===== config.mk =====
export PLATFORM = sky130hd
export DESIGN_NAME = estimador_func_matvec_mac
export DESIGN_NICKNAME = d
export VERILOG_FILES = /design/src/rtl/estimador_func_matvec_mac.sv
export SDC_FILE = /design/constraint.sdc
export NUM_CORES = 2
export LEC_CHECK = 0
export ABC_AREA = 1
export CAP_MARGIN = 15
export CORE_MARGIN = 4
export CORE_UTILIZATION = 50
export DETAILED_ROUTE_END_ITERATION = 12
export PLACE_DENSITY_LB_ADDON = 0.05
export SLEW_MARGIN = 20
export SYNTH_ARGS = -nofsm -noshare
export SYNTH_HDL_FRONTEND = slang
export SYNTH_SLANG_ARGS = --single-unit

===== constraint.sdc =====
create_clock -name ap_clk -period 14.4 [get_ports ap_clk]
set_input_delay 4.32 -clock ap_clk [delete_from_list [all_inputs] [get_ports ap_clk]]
set_output_delay 4.32 -clock ap_clk [all_outputs]
set_load 0.02 [all_outputs]

===== src/rtl/estimador_func_matvec_mac.sv =====
// estimador_func_matvec_mac
// Sequential 3x3 matrix by 3-vector fixed-point multiply-accumulate for the
// estimator datapath. One shared signed multiplier evaluates one product per
// cycle (row i, column j, j innermost). Each finished row is shifted by FRAC_W
// (floor), saturated to DATA_W bits and registered on y_V_<r>_out.
// Ports:
//   ap_clk, ap_rst               clock, async active-high reset
//   ap_start/done/idle/ready     block-level handshake
//   a_V_<r>_<c>_reload           signed matrix elements
//   x_V_<c>_reload               signed vector elements
//   y_V_<r>_out[_ap_vld]         registered results and their one-cycle strobes
module estimador_func_matvec_mac #(
  parameter int DATA_W = 21,
  parameter int FRAC_W = 14
) (
  input  logic              ap_clk,
  input  logic              ap_rst,
  input  logic              ap_start,
  output logic              ap_done,
  output logic              ap_idle,
  output logic              ap_ready,
  input  logic [DATA_W-1:0] a_V_0_0_reload,
  input  logic [DATA_W-1:0] a_V_0_1_reload,
  input  logic [DATA_W-1:0] a_V_0_2_reload,
  input  logic [DATA_W-1:0] a_V_1_0_reload,
  input  logic [DATA_W-1:0] a_V_1_1_reload,
  input  logic [DATA_W-1:0] a_V_1_2_reload,
  input  logic [DATA_W-1:0] a_V_2_0_reload,
  input  logic [DATA_W-1:0] a_V_2_1_reload,
  input  logic [DATA_W-1:0] a_V_2_2_reload,
  input  logic [DATA_W-1:0] x_V_0_reload,
  input  logic [DATA_W-1:0] x_V_1_reload,
  input  logic [DATA_W-1:0] x_V_2_reload,
  output logic [DATA_W-1:0] y_V_0_out,
  output logic              y_V_0_out_ap_vld,
  output logic [DATA_W-1:0] y_V_1_out,
  output logic              y_V_1_out_ap_vld,
  output logic [DATA_W-1:0] y_V_2_out,
  output logic              y_V_2_out_ap_vld
);

  localparam int PROD_W = 2 * DATA_W;
  localparam int ACC_W  = PROD_W + 2;
  localparam logic signed [ACC_W-1:0] SAT_MAX = {{(ACC_W-DATA_W+1){1'b0}}, {(DATA_W-1){1'b1}}};
  localparam logic signed [ACC_W-1:0] SAT_MIN = {{(ACC_W-DATA_W+1){1'b1}}, {(DATA_W-1){1'b0}}};

  typedef enum logic [2:0] {
    S_IDLE = 3'b001,
    S_MAC  = 3'b010,
    S_DONE = 3'b100
  } state_t;

  state_t r_state, w_next;

  logic [DATA_W-1:0] r_a [3][3];
  logic [DATA_W-1:0] r_x [3];
  logic [DATA_W-1:0] r_y [3];
  logic [DATA_W-1:0] w_a_in [3][3];
  logic [DATA_W-1:0] w_x_in [3];
  logic signed [ACC_W-1:0]  r_acc;
  logic [1:0]               r_i, r_j;

  logic signed [PROD_W-1:0] w_prod;
  logic signed [ACC_W-1:0]  w_sum, w_shr;
  logic [DATA_W-1:0]        w_sat;
  logic                     w_last;

  assign w_a_in[0][0] = a_V_0_0_reload;
  assign w_a_in[0][1] = a_V_0_1_reload;
  assign w_a_in[0][2] = a_V_0_2_reload;
  assign w_a_in[1][0] = a_V_1_0_reload;
  assign w_a_in[1][1] = a_V_1_1_reload;
  assign w_a_in[1][2] = a_V_1_2_reload;
  assign w_a_in[2][0] = a_V_2_0_reload;
  assign w_a_in[2][1] = a_V_2_1_reload;
  assign w_a_in[2][2] = a_V_2_2_reload;
  assign w_x_in[0]    = x_V_0_reload;
  assign w_x_in[1]    = x_V_1_reload;
  assign w_x_in[2]    = x_V_2_reload;

  // Shared multiplier feeding straight into the accumulate/round/saturate path.
  assign w_prod = $signed(r_a[r_i][r_j]) * $signed(r_x[r_j]);
  assign w_sum  = r_acc + {{(ACC_W-PROD_W){w_prod[PROD_W-1]}}, w_prod};
  // Arithmetic shift floors toward -inf, so -1/2^FRAC_W becomes -1, not 0.
  assign w_shr  = w_sum >>> FRAC_W;
  assign w_last = (r_i == 2'd2) && (r_j == 2'd2);

  always_comb begin
    w_sat = w_shr[DATA_W-1:0];
    if (w_shr > SAT_MAX)      w_sat = SAT_MAX[DATA_W-1:0];
    else if (w_shr < SAT_MIN) w_sat = SAT_MIN[DATA_W-1:0];
  end

  always_ff @(posedge ap_clk or posedge ap_rst) begin
    if (ap_rst) r_state <= S_IDLE;
    else        r_state <= w_next;
  end

  always_comb begin
    w_next = r_state;
    case (r_state)
      S_IDLE:  if (ap_start) w_next = S_MAC;
      S_MAC:   if (w_last)   w_next = S_DONE;
      S_DONE:  w_next = S_IDLE;
      default: w_next = S_IDLE;
    endcase
  end

  always_ff @(posedge ap_clk or posedge ap_rst) begin
    if (ap_rst) begin
      r_acc <= '0;
      r_i   <= '0;
      r_j   <= '0;
      for (int r = 0; r < 3; r++) begin
        r_x[r] <= '0;
        r_y[r] <= '0;
        for (int c = 0; c < 3; c++) r_a[r][c] <= '0;
      end
    end else begin
      case (r_state)
        S_IDLE: if (ap_start) begin
          r_a   <= w_a_in;
          r_x   <= w_x_in;
          r_acc <= '0;
          r_i   <= '0;
          r_j   <= '0;
        end
        S_MAC: begin
          if (r_j == 2'd2) begin
            r_y[r_i] <= w_sat;
            r_acc    <= '0;
            r_j      <= '0;
            r_i      <= (r_i == 2'd2) ? 2'd0 : r_i + 2'd1;
          end else begin
            r_acc <= w_sum;
            r_j   <= r_j + 2'd1;
          end
        end
        default: ;
      endcase
    end
  end

  assign ap_idle          = (r_state == S_IDLE);
  assign ap_done          = (r_state == S_DONE);
  assign ap_ready         = ap_done;
  assign y_V_0_out_ap_vld = ap_done;
  assign y_V_1_out_ap_vld = ap_done;
  assign y_V_2_out_ap_vld = ap_done;
  assign y_V_0_out        = r_y[0];
  assign y_V_1_out        = r_y[1];
  assign y_V_2_out        = r_y[2];

endmodule


==> metrics.txt <==
synth top area cells fa_1 25%, dfrtp_1 25%, nand2_1 19%; hold violation count in the final report 0; largest net degree at the start of global routing 204; Clock Pin Slew Worst Setup and Hold Paths 0.06 ns; Critical Setup Path Class reg -> reg; drt wl/cell about 19 um; Final period util 0.8216; vias in the first global route 31,760; fraction of layout cells with a size suffix above 1 0.04871; commonest non-fill, non-tap cell in the layout nand2_1; clk_skew 0.02896 ns; Post-CTS Setup Bufs 0; Seq/Total Area, Yosys 0.2526; CP dominant cell by count nand2_1; CP max FO 31; GR Overflow Total 0; via count 29,950; post-CTS sizing 0; IO Port Bufs 323; row count 98; post-DP HPWL between 80,000 and 90,000 um; Worst Tran Pin Value around 1.1 ns; Tot GR Track Use 0.2923; Post-Syn Area per Cell 7.709 um^2; Main synth FF type dfrtp_1; setup TNS 0 ns; status complete, no violations; largest area contributor in the netlist fa_1; Max Fclk about 85 MHz; final setup fails 0; initial antenna violation count 3; core area 0.07173 mm^2; crit path DAT 12.31 ns; drt pass-1 iters 5; # clock sinks approximately 370; first-pass GRT wire length 177,700 um; top-area cell type share of the netlist area 0.2540; required time worst endpoint 14.88 ns; flip-flop and latch count after synthesis 366; DRT iter0 DRCs 1,986; Slowest-stage cell, CP nand3_1; H-tree lvl count 2; DR vias/cell 5.058; ys async rst share 1.000; Die H 277.3 um; Clock Tree Buf Depth 3; most frequent cells in the layout 1,796 x nand2_1, 947 x inv_1, 460 x fa_1, 365 x dfrtp_1, 323 x clkdlybuf4s50_1; Initial Util 0.5055; die width 277.3 um; Num CTS Buffers between 40 and 50; Post-CTS Hold Buffers 0; Antenna Violating Nets Remaining 0; Ys Warns 0; Rel. slew slack 0.2452; RSZ-0062 raised after global routing false; unique cell type count in the Yosys netlist 50; GPL Wtd Cong 0.9331; # DRC 0; Hold WC Path Type reg -> reg; Root Buffer clkbuf_16; CP startpoint kind flop; Max stage delay on crit path 0.84 ns; Final Critical Period 11.83 ns; CTS tree yes; synthesized instance count 4,703; Worst setup EP type flop; Worst-Skew Late Latency 0.59 ns; nets 5,806; number of synthesized flops with an enable pin 0; DRT Wirelength 109,700 um; Layout area overhead 15.56%; Max Cap Violations 0; synthesized cell area approximately 0.036 mm^2; syn nets 5,575; Die Area ~0.077 mm^2; I/O Pins 324; Final Max Slew Viols 0
-- through the flow --
step,hold WS [ns],setup WS (ns),utilization,std cells,area (um^2)
finish,0.4662,2.570,0.5841,5921,41900
global route,0.4833,1.768,0.5841,5921,41900
CTS,0.4682,2.743,0.5840,5918,41890
detailed placement,0.4538,2.773,0.5632,5839,40400
global placement,0.4510,2.785,0.5632,5839,40400
floorplan,0.4366,5.171,-,4703,36260
-- path summary, 6_finish.rpt --
check / from / end / slack (ns) / cells past startpoint
max: r_i[1] / y_V_0_out[5] / 2.57 / 48
min: r_state[2] / r_state[2] / 0.47 / 1
max reg2reg: r_i[1] / y_V_0_out[5] / 2.57 / 48
min reg2reg: r_state[2] / r_state[2] / 0.47 / 1
max in group asynchronous: ap_rst / r_x[27] / 8.11 / 4
min in group asynchronous: ap_rst / r_a[136] / 4.30 / 2
-- state kept, by name (all words and copies together), names as in the netlist --
| name | cells |
|---|---|
| r_state | 3 |
| r_a | 189 |
| r_x | 63 |
| r_j | 2 |
| r_i | 2 |
| y_V_1_out | 21 |
| r_acc | 44 |
| y_V_2_out | 21 |
| y_V_0_out | 21 |
-- cell usage after synthesis, types with 4 or more instances --
master	n
a21o_1	5
a21oi_1	90
a22o_1	23
a22oi_1	63
buf_12	4
buf_4	10
clkbuf_1	182
dfrtp_1	365
fa_1	460
ha_1	157
inv_1	948
inv_2	6
nand2_1	1796
nand2_2	16
nand2_4	42
nand3_1	84
nand3_2	6
nand4_1	22
nor2_1	126
nor2_2	16
nor2_4	4
nor3_1	5
o21ai_0	146
o21bai_1	12
o221ai_1	5
o31ai_1	5
xnor2_1	32
xor2_1	40
-- layer usage --
metal,part of all wire,GRT usage
met1,0.43,0.3992
met2,0.48,0.4887
met3,0.053,0.03846
met4,0.035,0.09105
met5,0,0
-- worst max-delay path: cells and delay by family (launching register included) --
kind                       cells  cell delay [ns]
DFF                            1             0.45
AOI/OAI and AO/OA              6             1.24
adders and majority gates      9             4.26
xor gates and xnor gates       1             0.16
buffers and inverters          8             1.26
and+or+nand+nor               24             4.22
-- cell type report --
cell class | instances | area [um^2]
multi-input combinational | 3185 | 22750
fill | 6810 | 29830
clock buffer | 65 | 1299
sequential | 366 | 9160
timing repair buffer | 382 | 3705
clock inverter | 14 | 188.9
inverter | 956 | 3597
tap | 950 | 1189
antenna | 3 | 7.507
-- logic make-up (layout without fill, tap and decap cells) --
kind of cell    after synthesis  in the layout  share of synthesized area
simple gates               2124           2124                     0.2379
flops                       366            366                     0.2526
buf+inv                    1152           1417                     0.1221
xor+xnor                     72             72                    0.01739
fa+ha+maj                   617            617                     0.3082
other cells                   0              3                          0
compound gates              372            372                    0.06177
Power is not shown: default switching activity piles up to over one toggle a cycle in this logic, so the estimate is an artifact.
